==> src/rtl/mux41_rr_arbiter.sv <==
// rtl/mux41_rr_arbiter.sv - round-robin arbiter sharing one structural 4:1 mux among 4 requesters
// Optional owner preemption after MAX_HOLD cycles: define MUX41_ARB_TIMEOUT_EN.

module structuralmux41 (
  input  logic       d0,
  input  logic       d1,
  input  logic       d2,
  input  logic       d3,
  input  logic [1:0] s,
  output logic       y
);

  logic s0_n, s1_n;
  logic a0, a1, a2, a3;

  not g_n0 (s0_n, s[0]);
  not g_n1 (s1_n, s[1]);
  and g_a0 (a0, d0, s1_n, s0_n);
  and g_a1 (a1, d1, s1_n, s[0]);
  and g_a2 (a2, d2, s[1], s0_n);
  and g_a3 (a3, d3, s[1], s[0]);
  or  g_o  (y, a0, a1, a2, a3);

endmodule

module mux41_rr_arbiter #(
  parameter int MAX_HOLD = 4,
  parameter int CNT_W    = 4
) (
  input  logic       clk,
  input  logic       rst_n,
  input  logic [3:0] req,
  input  logic [3:0] d,
  output logic [3:0] gnt,
  output logic [1:0] s,
  output logic       y,
  output logic       valid
);

  typedef enum logic {IDLE, GRANT} state_t;

  if (MAX_HOLD < 1 || MAX_HOLD >= (1 << CNT_W)) begin : g_param_check
    $error("MAX_HOLD must be in 1 .. 2**CNT_W-1");
  end

  state_t           state_q;
  logic [3:0]       gnt_q;
  logic [1:0]       s_q;
  logic [1:0]       last_q;
  logic [CNT_W-1:0] hold_q;

  logic             win_found;
  logic [1:0]       win_idx;
  logic [1:0]       cand;
  logic [3:0]       others;
  logic             owner_req;
  logic             timeout;

  // Scan last+1 .. last+3 then last itself, so the previous owner goes to the back.
  always_comb begin
    win_found = 1'b0;
    win_idx   = last_q;
    cand      = last_q;
    for (int k = 1; k <= 4; k++) begin
      cand = last_q + 2'(k);
      if (!win_found && req[cand]) begin
        win_found = 1'b1;
        win_idx   = cand;
      end
    end
  end

  assign others    = req & ~gnt_q;
  assign owner_req = |(req & gnt_q);

`ifdef MUX41_ARB_TIMEOUT_EN
  localparam logic [CNT_W-1:0] HOLD_CAP = CNT_W'(MAX_HOLD - 1);
  assign timeout = (hold_q == HOLD_CAP) && (|others);
`else
  localparam logic [CNT_W-1:0] HOLD_CAP = {CNT_W{1'b1}};
  assign timeout = 1'b0;
`endif

  always_ff @(posedge clk or negedge rst_n) begin
    if (!rst_n) begin
      state_q <= IDLE;
      gnt_q   <= 4'b0000;
      s_q     <= 2'b00;
      last_q  <= 2'd3;
      hold_q  <= '0;
    end else begin
      case (state_q)
        IDLE: begin
          if (win_found) begin
            state_q <= GRANT;
            gnt_q   <= 4'b0001 << win_idx;
            s_q     <= win_idx;
            last_q  <= win_idx;
            hold_q  <= '0;
          end
        end
        GRANT: begin
          if (!owner_req || timeout) begin
            // Hand over directly when someone else waits; no idle bubble.
            if (|others) begin
              gnt_q  <= 4'b0001 << win_idx;
              s_q    <= win_idx;
              last_q <= win_idx;
              hold_q <= '0;
            end else begin
              state_q <= IDLE;
              gnt_q   <= 4'b0000;
              hold_q  <= '0;
            end
          end else if (hold_q != HOLD_CAP) begin
            hold_q <= hold_q + 1'b1;
          end
        end
        default: begin
          state_q <= IDLE;
          gnt_q   <= 4'b0000;
        end
      endcase
    end
  end

  assign gnt   = gnt_q;
  assign s     = s_q;
  assign valid = |gnt_q;

  structuralmux41 u_mux (
    .d0 (d[0]),
    .d1 (d[1]),
    .d2 (d[2]),
    .d3 (d[3]),
    .s  (s_q),
    .y  (y)
  );

endmodule

==> config.mk <==
export PLATFORM = sky130hd
export DESIGN_NAME = mux41_rr_arbiter
export DESIGN_NICKNAME = d
export VERILOG_FILES = /design/src/rtl/mux41_rr_arbiter.sv
export SDC_FILE = /design/constraint.sdc
export NUM_CORES = 1
export LEC_CHECK = 0
export CAP_MARGIN = 20
export CORE_UTILIZATION = 40
export DETAILED_ROUTE_END_ITERATION = 8
export MAX_ROUTING_LAYER = met4
export PLACE_DENSITY = 0.72
export SYNTH_ARGS = -nofsm -noshare
export SYNTH_HDL_FRONTEND = slang
export SYNTH_HIERARCHICAL = 1
export SYNTH_SLANG_ARGS = --single-unit
==> constraint.sdc <==
create_clock -name clk -period 2.1 [get_ports clk]
set_clock_uncertainty 0.2 [all_clocks]
set_input_delay 0.63 -clock clk [delete_from_list [all_inputs] [get_ports clk]]
set_output_delay 0.63 -clock clk [all_outputs]
set_load 0.005 [all_outputs]
==> flow_summary.ini, run 1 <==
[floorplan]
io_pins = 18
die_w_um = 40.71
die_h_um = 40.71
core-area_um2 = 1350
rows = 13
die_area_um2 = 1657
start_util = 0.4439

[worst_setup_path]
worstPathArrival_ns = 2.09
cp_data_required_time_ns = 2.05
start_kind = flip-flop
path_class = reg2reg
end_kind = flip-flop
cp_max_fo = 8

[timing]
slew_violations = 0
fin_crit_ns = 2.142
finalHoldViolCount = 0
fin_crit_sh = 1.020
setup_viol = 6
fmax_mhz = 466.8
tightest_slew_ns = 0.4345
whs_ns = 0.3629
setup_slack_ns = -0.04229
relSlewSlack = 0.7072
rsz0062_at_grt = true

[pwr]
p_per_area_nw_per_um2 = 1345
peakVddDrop_mv = 0.7442
fin_total_pwr_mw = 1.192
power_leakage_nw = 0.4180

[synthesis]
synth_cells = 57
synth_nets = 67
seq_area_frac_synth = 0.3800
ys_warn_count = 6
netlist_area_um2 = 599.3
synth-seq-cells = 9
synth.distinct_cells = 24
avgSynthCellArea_um2 = 10.51

[clock_tree]
clockBufferDepth = 2
htree_levels = 1
cts_root_buf = clkbuf_4
clkTransAtPathRegs_ns = 0.06
insertion_delay_ns = 0.26
hold_buffers = 0
cts_tree = built
clock-sinks = 9
post_cts_buffers = 0
numCtsBuffers = 3

[grt]
met3_usage = 0.08152
globalRouteOverflowTotal = 0
grt-busiest-layer = met2
met1_usage = 0.3043
grt_pass1_wl_mm = 2.373
grt_pass1_vias = 518
antenna_found_initial = 0
grt_max_degree = 10
use_met2 = 0.3413
track_usage = 0.2281

[final_layout]
n_antenna_cell = 0
drive_gt1_frac = 0.3708
nets = 100
syn_to_final_growth_pct = 47.81
final_util = 0.6562
design_area_um2 = 885.9

[routing]
drt_first_pass_iters = 5
wirelength_mm = 1.515
vias = 589
drtIter0Drc = 11
drc_errors = 0
ant_nets = 0
routedWlPerCell_um = 14.57
drt-vias-per-instance = 5.663

[place]
post-place-ws_ns = -0.6757
place_area_um2 = 867.1
place.detailed.hpwl_mm = 1.186
portBuffers = 17
gp_congestion = 0.8211

[hold_path]
holdCritPathClass = reg2reg

[run_status]
status = finished, violations left
violations = negative setup slack

[job]
cap_violations = 0
## sequential cells by signal (all words and copies together) (netlist names)
name     count
gnt          4
last_q       2
s            2
state_q      1
## cell usage in the layout (no fill, tap or decap)
master           netlist  final
buf_6                  2      3
a221o_1                1      1
nor2_1                 3      3
o211ai_1               1      1
nand2_1                5      5
nor2b_1                1      1
dfrtp_1                7      7
dlymetal6s2s_1         0      1
nand2b_1               3      3
buf_4                  0     13
inv_1                  5      5
clkbuf_1               1      1
mux2_4                 4      4
or4_1                  1      1
dfstp_2                2      2
a211o_1                1      1
buf_2                  0      4
dlygate4sd2_1          0      1
clkdlybuf4s15_1        0      4
a222oi_1               1      1
mux4_2                 2      2
nand4_1                1      1
clkdlybuf4s50_1        0      5
o21ai_0                6      6
nor3_2                 0      1
and3_4                 1      1
a22o_1                 2      2
a32o_1                 4      4
a21oi_1                1      1
o21a_1                 1      1
clkbuf_4               0      3
## stage by stage
stage	cells	TNS [ns]
global route	104	-0.5624
floorplan	57	-0.9449
detailed placement	100	-5.242
CTS	104	-0.4799
global placement	100	-4.927
finish	104	-0.1501
## path summary, 6_finish.rpt
kind / end / startpoint / slack [ns] / depth (start not counted)
worst max-delay path: s[1]$_DFFE_PN0P_ / last_q[0]$_DFFE_PN1P_ / -0.04 / 4
worst min-delay path: s[1]$_DFFE_PN0P_ / s[1]$_DFFE_PN0P_ / 0.36 / 1
worst max register to register: s[1]$_DFFE_PN0P_ / last_q[0]$_DFFE_PN1P_ / -0.04 / 4
worst min register to register: s[1]$_DFFE_PN0P_ / s[1]$_DFFE_PN0P_ / 0.36 / 1
max in group asynchronous: last_q[0]$_DFFE_PN1P_ / rst_n / 0.91 / 1
min in group asynchronous: s[1]$_DFFE_PN0P_ / rst_n / 0.47 / 1
## routing by layer
metal | wire length, µm | share of wire | vias up
met4 | 0 | 0 | 0
li1 | - | - | 281
met1 | 648 | 0.43 | 289
met3 | 99 | 0.065 | 0
met5 | 0 | 0 | -
met2 | 767 | 0.51 | 19
## where the power goes
group          switching [mW]  leakage [nW]  internal (mW)
Combinational           0.290         0.297          0.450
Sequential             0.0595         0.106          0.265
Clock                  0.0557        0.0150         0.0729
Total                   0.405         0.418          0.787
## synthesized netlist by cell type
cell / number / area share
dfrtp_1: 7 / 0.29
o21ai_0: 6 / 0.050
inv_1: 5 / 0.031
nand2_1: 5 / 0.031
a32o_1: 4 / 0.067
mux2_4: 4 / 0.10
nand2b_1: 3 / 0.031
nor2_1: 3 / 0.019
a22o_1: 2 / 0.029
buf_6: 2 / 0.038
dfstp_2: 2 / 0.088
mux4_2: 2 / 0.075
a211o_1: 1 / 0.015
a21oi_1: 1 / 0.0083
a221o_1: 1 / 0.017
a222oi_1: 1 / 0.017
and3_4: 1 / 0.019
clkbuf_1: 1 / 0.0063
nand4_1: 1 / 0.010
nor2b_1: 1 / 0.010
nor3_1: 1 / 0.0083
o211ai_1: 1 / 0.013
o21a_1: 1 / 0.013
or4_1: 1 / 0.013
## critical path, stage by stage, from the launching register on
cell and delay, ns:
dfstp_2 0.55, mux4_2 0.49, a211o_1 0.26, and3_4 0.23, mux2_4 0.30
## final cells by class
cell class	instances	area [µm²]
fillers	115	464.2
multi-input cells	40	331.6
repair buffers	31	262.8
flip-flops and latches	9	227.7
clock buffers	4	26.28
inverters	5	18.77
well taps	15	18.77
## kinds of logic (layout without fill, tap and decap cells)
group           after synthesis  in the layout  synth area share
simple gates                 16             16            0.1420
compound gates               18             18            0.2276
mux                           6              6            0.1754
flops                         9              9            0.3800
buf+inv                       8             40           0.07515
## what timing repair did
item | 4_1_cts | 5_1_grt
pin swaps | 2 | 3
gates resized for setup | 32 | 2
endpoints found under the setup margin | 11 | 12
Power figures use the tool's default switching activity.
==> run 2, diff against run 1 <==
--- a/config.mk
+++ b/config.mk
@@ -5,11 +5,11 @@
 export SDC_FILE = /design/constraint.sdc
 export NUM_CORES = 1
 export LEC_CHECK = 0
+export ABC_AREA = 1
 export CAP_MARGIN = 20
-export CORE_UTILIZATION = 40
+export CORE_UTILIZATION = 30
 export DETAILED_ROUTE_END_ITERATION = 8
 export MAX_ROUTING_LAYER = met4
-export PLACE_DENSITY = 0.72
 export SYNTH_ARGS = -nofsm -noshare
 export SYNTH_HDL_FRONTEND = slang
 export SYNTH_HIERARCHICAL = 1
==> flow_summary.ini, run 2 <==
[synthesis]
yosys.area_share.simple = 0.5528
yosysMostFrequentCell = nand2_1
netlist_area_um2 = 769.5
synth_cells = 126
synth_nets = 136
synth-edff-count = 0
synth_compound_area_frac = 0.03740
yosys.area_share.adder = 0
synth.distinct_cells = 19
muxShareOfSynthArea = 0
ys_async_sr_fraction = 1.000
synth_xor_area_frac = 0
synth_top_family_by_area = simple AND/OR/NAND/NOR gates
yosysTopAreaCell = nand2_1
ys_warn_count = 6
synth_area_leaders = nand2_1 32%, dfrtp_1 23%, dfstp_2 6.8%
netlist.area_leader.share = 0.3171
synth-seq-cells = 9
seq_area_frac_synth = 0.2959
synthTopCellsByCount = 65 x nand2_1, 12 x inv_1, 8 x nand2_2, 8 x nand3_1, 7 x dfrtp_1
avgSynthCellArea_um2 = 6.107
synth-main-ff-cell = dfrtp_1

[clock_tree]
numCtsBuffers = 3
clkTransAtPathRegs_ns = 0.06
insertion_delay_ns = 0.26
cts_root_buf = clkbuf_4
clock-sinks = 9
cts_tree = built
htree_levels = 1
hold_buffers = 0
clockBufferDepth = 2

[worst_setup_path]
cp_data_required_time_ns = 1.27
path_class = reg2out
slowest_delay_ns = 0.43
cp_max_fo = 2
worst-r2r-cell-count = 11
worstPathArrival_ns = 1.20
end_kind = output pin
cp_num_cells = 2
start_kind = flip-flop
critical_path.startpoint = gnt[2]$_DFFE_PN0P_
rrSetupSlack_ns = 0.22
critical-path-top-delay-family = buffers and inverters
crit_chain = buf_4 > clkdlybuf4s50_1
endpoint = gnt[2]
path_buf_inv = 2
rr_endpoint = s[1]$_DFFE_PN0P_
r2r-start = last_q[0]$_DFFE_PN1P_
cp_slowest_cell = clkdlybuf4s50_1

[timing]
tightest_slew_ns = 0.4053
setup_slack_ns = 0.06557
fin_crit_ns = 2.034
setup_tns_ns = 0
slew_violations = 0
fmax_mhz = 491.5
relSlewSlack = 0.7290
fin_crit_sh = 0.9688
rsz0062_at_grt = false
finalHoldViolCount = 0
whs_ns = 0.3303
setup_viol = 0

[floorplan]
start_util = 0.3319
die_w_um = 52.65
die_area_um2 = 2772
rows = 17
io_pins = 18
die_h_um = 52.65
core-area_um2 = 2318

[job]
cap_violations = 0

[final_layout]
drive_gt1_frac = 0.2484
syn_to_final_growth_pct = 35.61
n_antenna_cell = 0
final_cell_mix = 65 x nand2_1, 12 x inv_1, 8 x nand2_2, 8 x nand3_1
nets = 164
largest_reg_flops = 4
final_common_cell = nand2_1
final_util = 0.4501

[pwr]
p_clk_frac = 0.081
power_leakage_nw = 0.6070
seq_power_share = 0.224
swShare = 0.5011
intPower_mw = 0.8242
peakVddDrop_mv = 0.7236
p_per_area_nw_per_um2 = 1583
fin_total_pwr_mw = 1.652
power_frac_comb = 0.695
switchingPower_mw = 0.8278

[routing]
wirelength_mm = 1.716
drtIter0Drc = 15
drc_errors = 0
routedWlPerCell_um = 9.481
drt-vias-per-instance = 4.448
ant_nets = 0
drt_first_pass_iters = 4
vias = 805

[grt]
grt_pass1_wl_mm = 2.925
grt_max_degree = 11
globalRouteOverflowTotal = 0
grt_pass1_vias = 685
antenna_found_initial = 0
track_usage = 0.1489

[place]
gp_congestion = 0.7498
portBuffers = 17
place.detailed.hpwl_mm = 1.346
post-place-ws_ns = -0.5474

[run_status]
status = complete, no violations

[hold_path]
holdCritPathClass = reg2reg
-- run 2: changes by cell type after synthesis, moves of 3 or more --
cell / previous run / this run
a32o_1: 4 / 0
nand3_1: 0 / 8
inv_1: 5 / 12
inv_2: 0 / 5
nand2_2: 0 / 8
nand2_4: 0 / 3
o21ai_0: 6 / 0
mux2_4: 4 / 0
nand2b_1: 3 / 0
nand2_1: 5 / 65
-- run 2: tightest hold or removal path, cell delays in order (launching register included) --
cell and delay [ns]:
dfstp_2 0.41, nand2_1 0.08, nand2_1 0.04
-- run 2: metrics by stage --
step                      instances  area, µm²
after floorplan                 126      769.5
after global placement          175       1001
after detailed placement        175       1001
after CTS                       181       1030
after global routing            181       1044
final                           181       1044
-- run 2: worst min-delay path by stage --
stage	from	cells after the start	endpoint	slack, ns
6_report	last_q[1]$_DFFE_PN1P_	2	last_q[1]$_DFFE_PN1P_	0.33
5_1_grt	gnt[3]$_DFFE_PN0P_	2	gnt[3]$_DFFE_PN0P_	0.38
4_1_cts	last_q[1]$_DFFE_PN1P_	2	last_q[1]$_DFFE_PN1P_	0.33
3_5_place_dp	last_q[1]$_DFFE_PN1P_	2	last_q[1]$_DFFE_PN1P_	0.32
3_3_place_gp	gnt[1]$_DFFE_PN0P_	2	gnt[1]$_DFFE_PN0P_	0.32
2_1_floorplan	rst_n	0	gnt[0]$_DFFE_PN0P_	0.13
-- run 2: routing by layer --
metal	vias up	global-route usage	wire length, µm
li1	435	-	-
met1	354	0.1891	807
met2	14	0.2236	837
met3	2	0.04348	62
met4	0	0.05263	9
met5	-	-	0
-- run 2: area by class of cell --
type	instances	area, µm²
sequential	9	229.0
multi-input combinational	97	459.2
timing repair buffer	24	217.7
inverter	19	76.32
tap	28	35.03
fill	233	1275
clock buffer	4	26.28
-- run 2: what timing repair did --
item / 4_1_cts / 5_1_grt
endpoints found under the setup margin: 3 / 9
gates resized for setup: 10 / 6
buffers inserted: 2 / 0
pin swaps: 3 / 0
-- run 2: power groups by stage --
stage | Sequential (mW) | Combinational [mW] | Clock (mW)
finish | 0.370 | 1.15 | 0.134
global route | 0.385 | 1.32 | 0.151
CTS | 0.370 | 1.15 | 0.141
detailed placement | 0.376 | 1.15 | 0
global placement | 0.377 | 1.13 | 0
floorplan | 0.333 | 0.840 | 0
-- run 2: logic make-up (layout without fill, tap and decap cells) --
family	Yosys count	in the layout
compound gates	5	5
buf+inv	20	47
flops	9	9
simple gates	92	92
==> run 3, diff against run 2 <==
--- a/config.mk
+++ b/config.mk
@@ -9,6 +9,7 @@
 export CAP_MARGIN = 20
 export CORE_UTILIZATION = 30
 export DETAILED_ROUTE_END_ITERATION = 8
+export HOLD_SLACK_MARGIN = 0.06
 export MAX_ROUTING_LAYER = met4
 export SYNTH_ARGS = -nofsm -noshare
 export SYNTH_HDL_FRONTEND = slang
==> constraint.sdc (replaced) <==
create_clock -name clk -period 1.7 [get_ports clk]
set_clock_uncertainty 0.2 [all_clocks]
set_input_delay 0.51 -clock clk [delete_from_list [all_inputs] [get_ports clk]]
set_output_delay 0.51 -clock clk [all_outputs]
set_load 0.005 [all_outputs]
==> flow_summary.ini, run 3 (synthesis gave the netlist of run 2 again) <==
[run_status]
status = finished, violations left
violations = negative setup slack

[timing]
slew_violations = 0
fmax_mhz = 548.2
relSlewSlack = 0.7098
fin_crit_sh = 1.073
rsz0062_at_grt = true
fin_crit_ns = 1.824
setup_viol = 10
tightest_slew_ns = 0.4339
finalHoldViolCount = 0
setup_tns_ns = -0.8889
setup_slack_ns = -0.1240

[clock_tree]
cts_tree = built
cts_root_buf = clkbuf_4
numCtsBuffers = 3
hold_buffers = 0
clock-sinks = 9
clkTransAtPathRegs_ns = 0.06
clockBufferDepth = 2
htree_levels = 1
insertion_delay_ns = 0.27

[routing]
routedWlPerCell_um = 11.14
vias = 958
wirelength_mm = 2.261
drc_errors = 0
drt_first_pass_iters = 4
drt-vias-per-instance = 4.719
drtIter0Drc = 12
ant_nets = 0

[grt]
globalRouteOverflowTotal = 0
antenna_found_initial = 0
grt_pass1_wl_mm = 3.491
track_usage = 0.1769
grt_max_degree = 10
grt_pass1_vias = 851

[final_layout]
fillers = 211
n_antenna_cell = 0
nets = 186
final_common_cell = nand2_1
drive_gt1_frac = 0.5086
finalNonFillerCells = 203
final_cell_mix = 50 x nand2_1, 25 x buf_4, 15 x nand2_2
syn_to_final_growth_pct = 72.36
largest_reg_flops = 4

[worst_setup_path]
crit_chain = buf_12 > inv_8 > nand2_2 > nand2_4 > nand2_4 > nand2_4 > nor2_4 > nand3_2 > nand2_2 > inv_2 > nand2_2 > nand2_1
critical-path-top-delay-family = simple AND/OR/NAND/NOR gates
cp_slowest_cell = dfstp_2
slowest_delay_ns = 0.55
worstPathArrival_ns = 1.78
path_buf_inv = 3
start_kind = flip-flop
cp_data_required_time_ns = 1.66
cp_num_cells = 12
end_kind = flip-flop
path_class = reg2reg
worst-r2r-cell-count = 12
cp_max_fo = 7

[pwr]
p_per_area_nw_per_um2 = 2133
power_leakage_nw = 0.7441
peakVddDrop_mv = 1.034

[floorplan]
die_area_um2 = 2772
io_pins = 18
core-area_um2 = 2318
rows = 17
die_w_um = 52.65
die_h_um = 52.65
start_util = 0.3319

[place]
dp_cells = 186
portBuffers = 17
gp_congestion = 0.7723
place.detailed.hpwl_mm = 1.500

[job]
cap_violations = 0

[hold_path]
holdCritPathClass = in2async
[run 3: changes by cell type in the layout (fill, tap and decap cells not counted), moves of 5 or more]
cell	delta
buf_4	+18
clkdlybuf4s50_1	-6
nand2_1	-15
nand2_2	+7
nand2_4	+8
nand3_1	-6
nand3_2	+5
[run 3: final timing paths]
check                                            from                    end  slack [ns]
worst min-delay path                            rst_n     gnt[1]$_DFFE_PN0P_        0.34
worst max register to register  last_q[0]$_DFFE_PN1P_       s[1]$_DFFE_PN0P_       -0.12
min in group clk                   gnt[1]$_DFFE_PN0P_     gnt[1]$_DFFE_PN0P_        0.38
worst min register to register     gnt[1]$_DFFE_PN0P_     gnt[1]$_DFFE_PN0P_        0.38
worst max-delay path            last_q[0]$_DFFE_PN1P_       s[1]$_DFFE_PN0P_       -0.12
max in group asynchronous                       rst_n  last_q[0]$_DFFE_PN1P_        0.62
[run 3: worst reg2reg max path, delay by kind of cell, from the launching register on]
| kind | cells | cell delay [ns] |
|---|---|---|
| buffers and inverters | 3 | 0.21 |
| flip-flops | 1 | 0.55 |
| AND/OR/NAND/NOR | 9 | 0.75 |
[run 3: what timing repair did]
action                     4_1_cts  5_1_grt
buffers inserted                10        4
setup endpoints to repair       16       14
pin swaps                       15       12
resized for setup               49       28
[run 3: power breakdown]
group / switching (mW) / internal [mW]
clock network: 0.0812 / 0.0908
registers: 0.0714 / 0.330
logic: 1.23 / 1.03
[run 3: through the flow]
stage                       util  setup slack, ns  instance area [µm²]  total power, mW  hold slack [ns]
after floorplan                -          0.01152                769.5            1.448          0.01441
after global placement    0.4674          -0.6967                 1084            2.030           0.3089
after detailed placement  0.4674          -0.7152                 1084            2.059           0.3170
after CTS                 0.5305          -0.1465                 1230            2.523           0.3621
after global routing      0.5720          -0.1919                 1326            3.052           0.3796
final                     0.5720          -0.1240                 1326            2.829           0.3449
[run 3: layout make-up]
cell class	instances	area, µm²	area share
timing repair buffer	46	371.6	0.2802
clock buffer	4	26.28	0.01981
tap	28	35.03	0.02642
inverter	19	81.33	0.06132
sequential	9	227.7	0.1717
multi-input combinational	97	584.3	0.4406
[run 3: per-layer routing]
metal | up-vias | wire, µm | GRT usage
met5 | - | 0 | -
li1 | 479 | - | -
met4 | 0 | 22 | 0.05263
met3 | 3 | 84 | 0.03478
met1 | 456 | 959 | 0.2105
met2 | 20 | 1195 | 0.2996
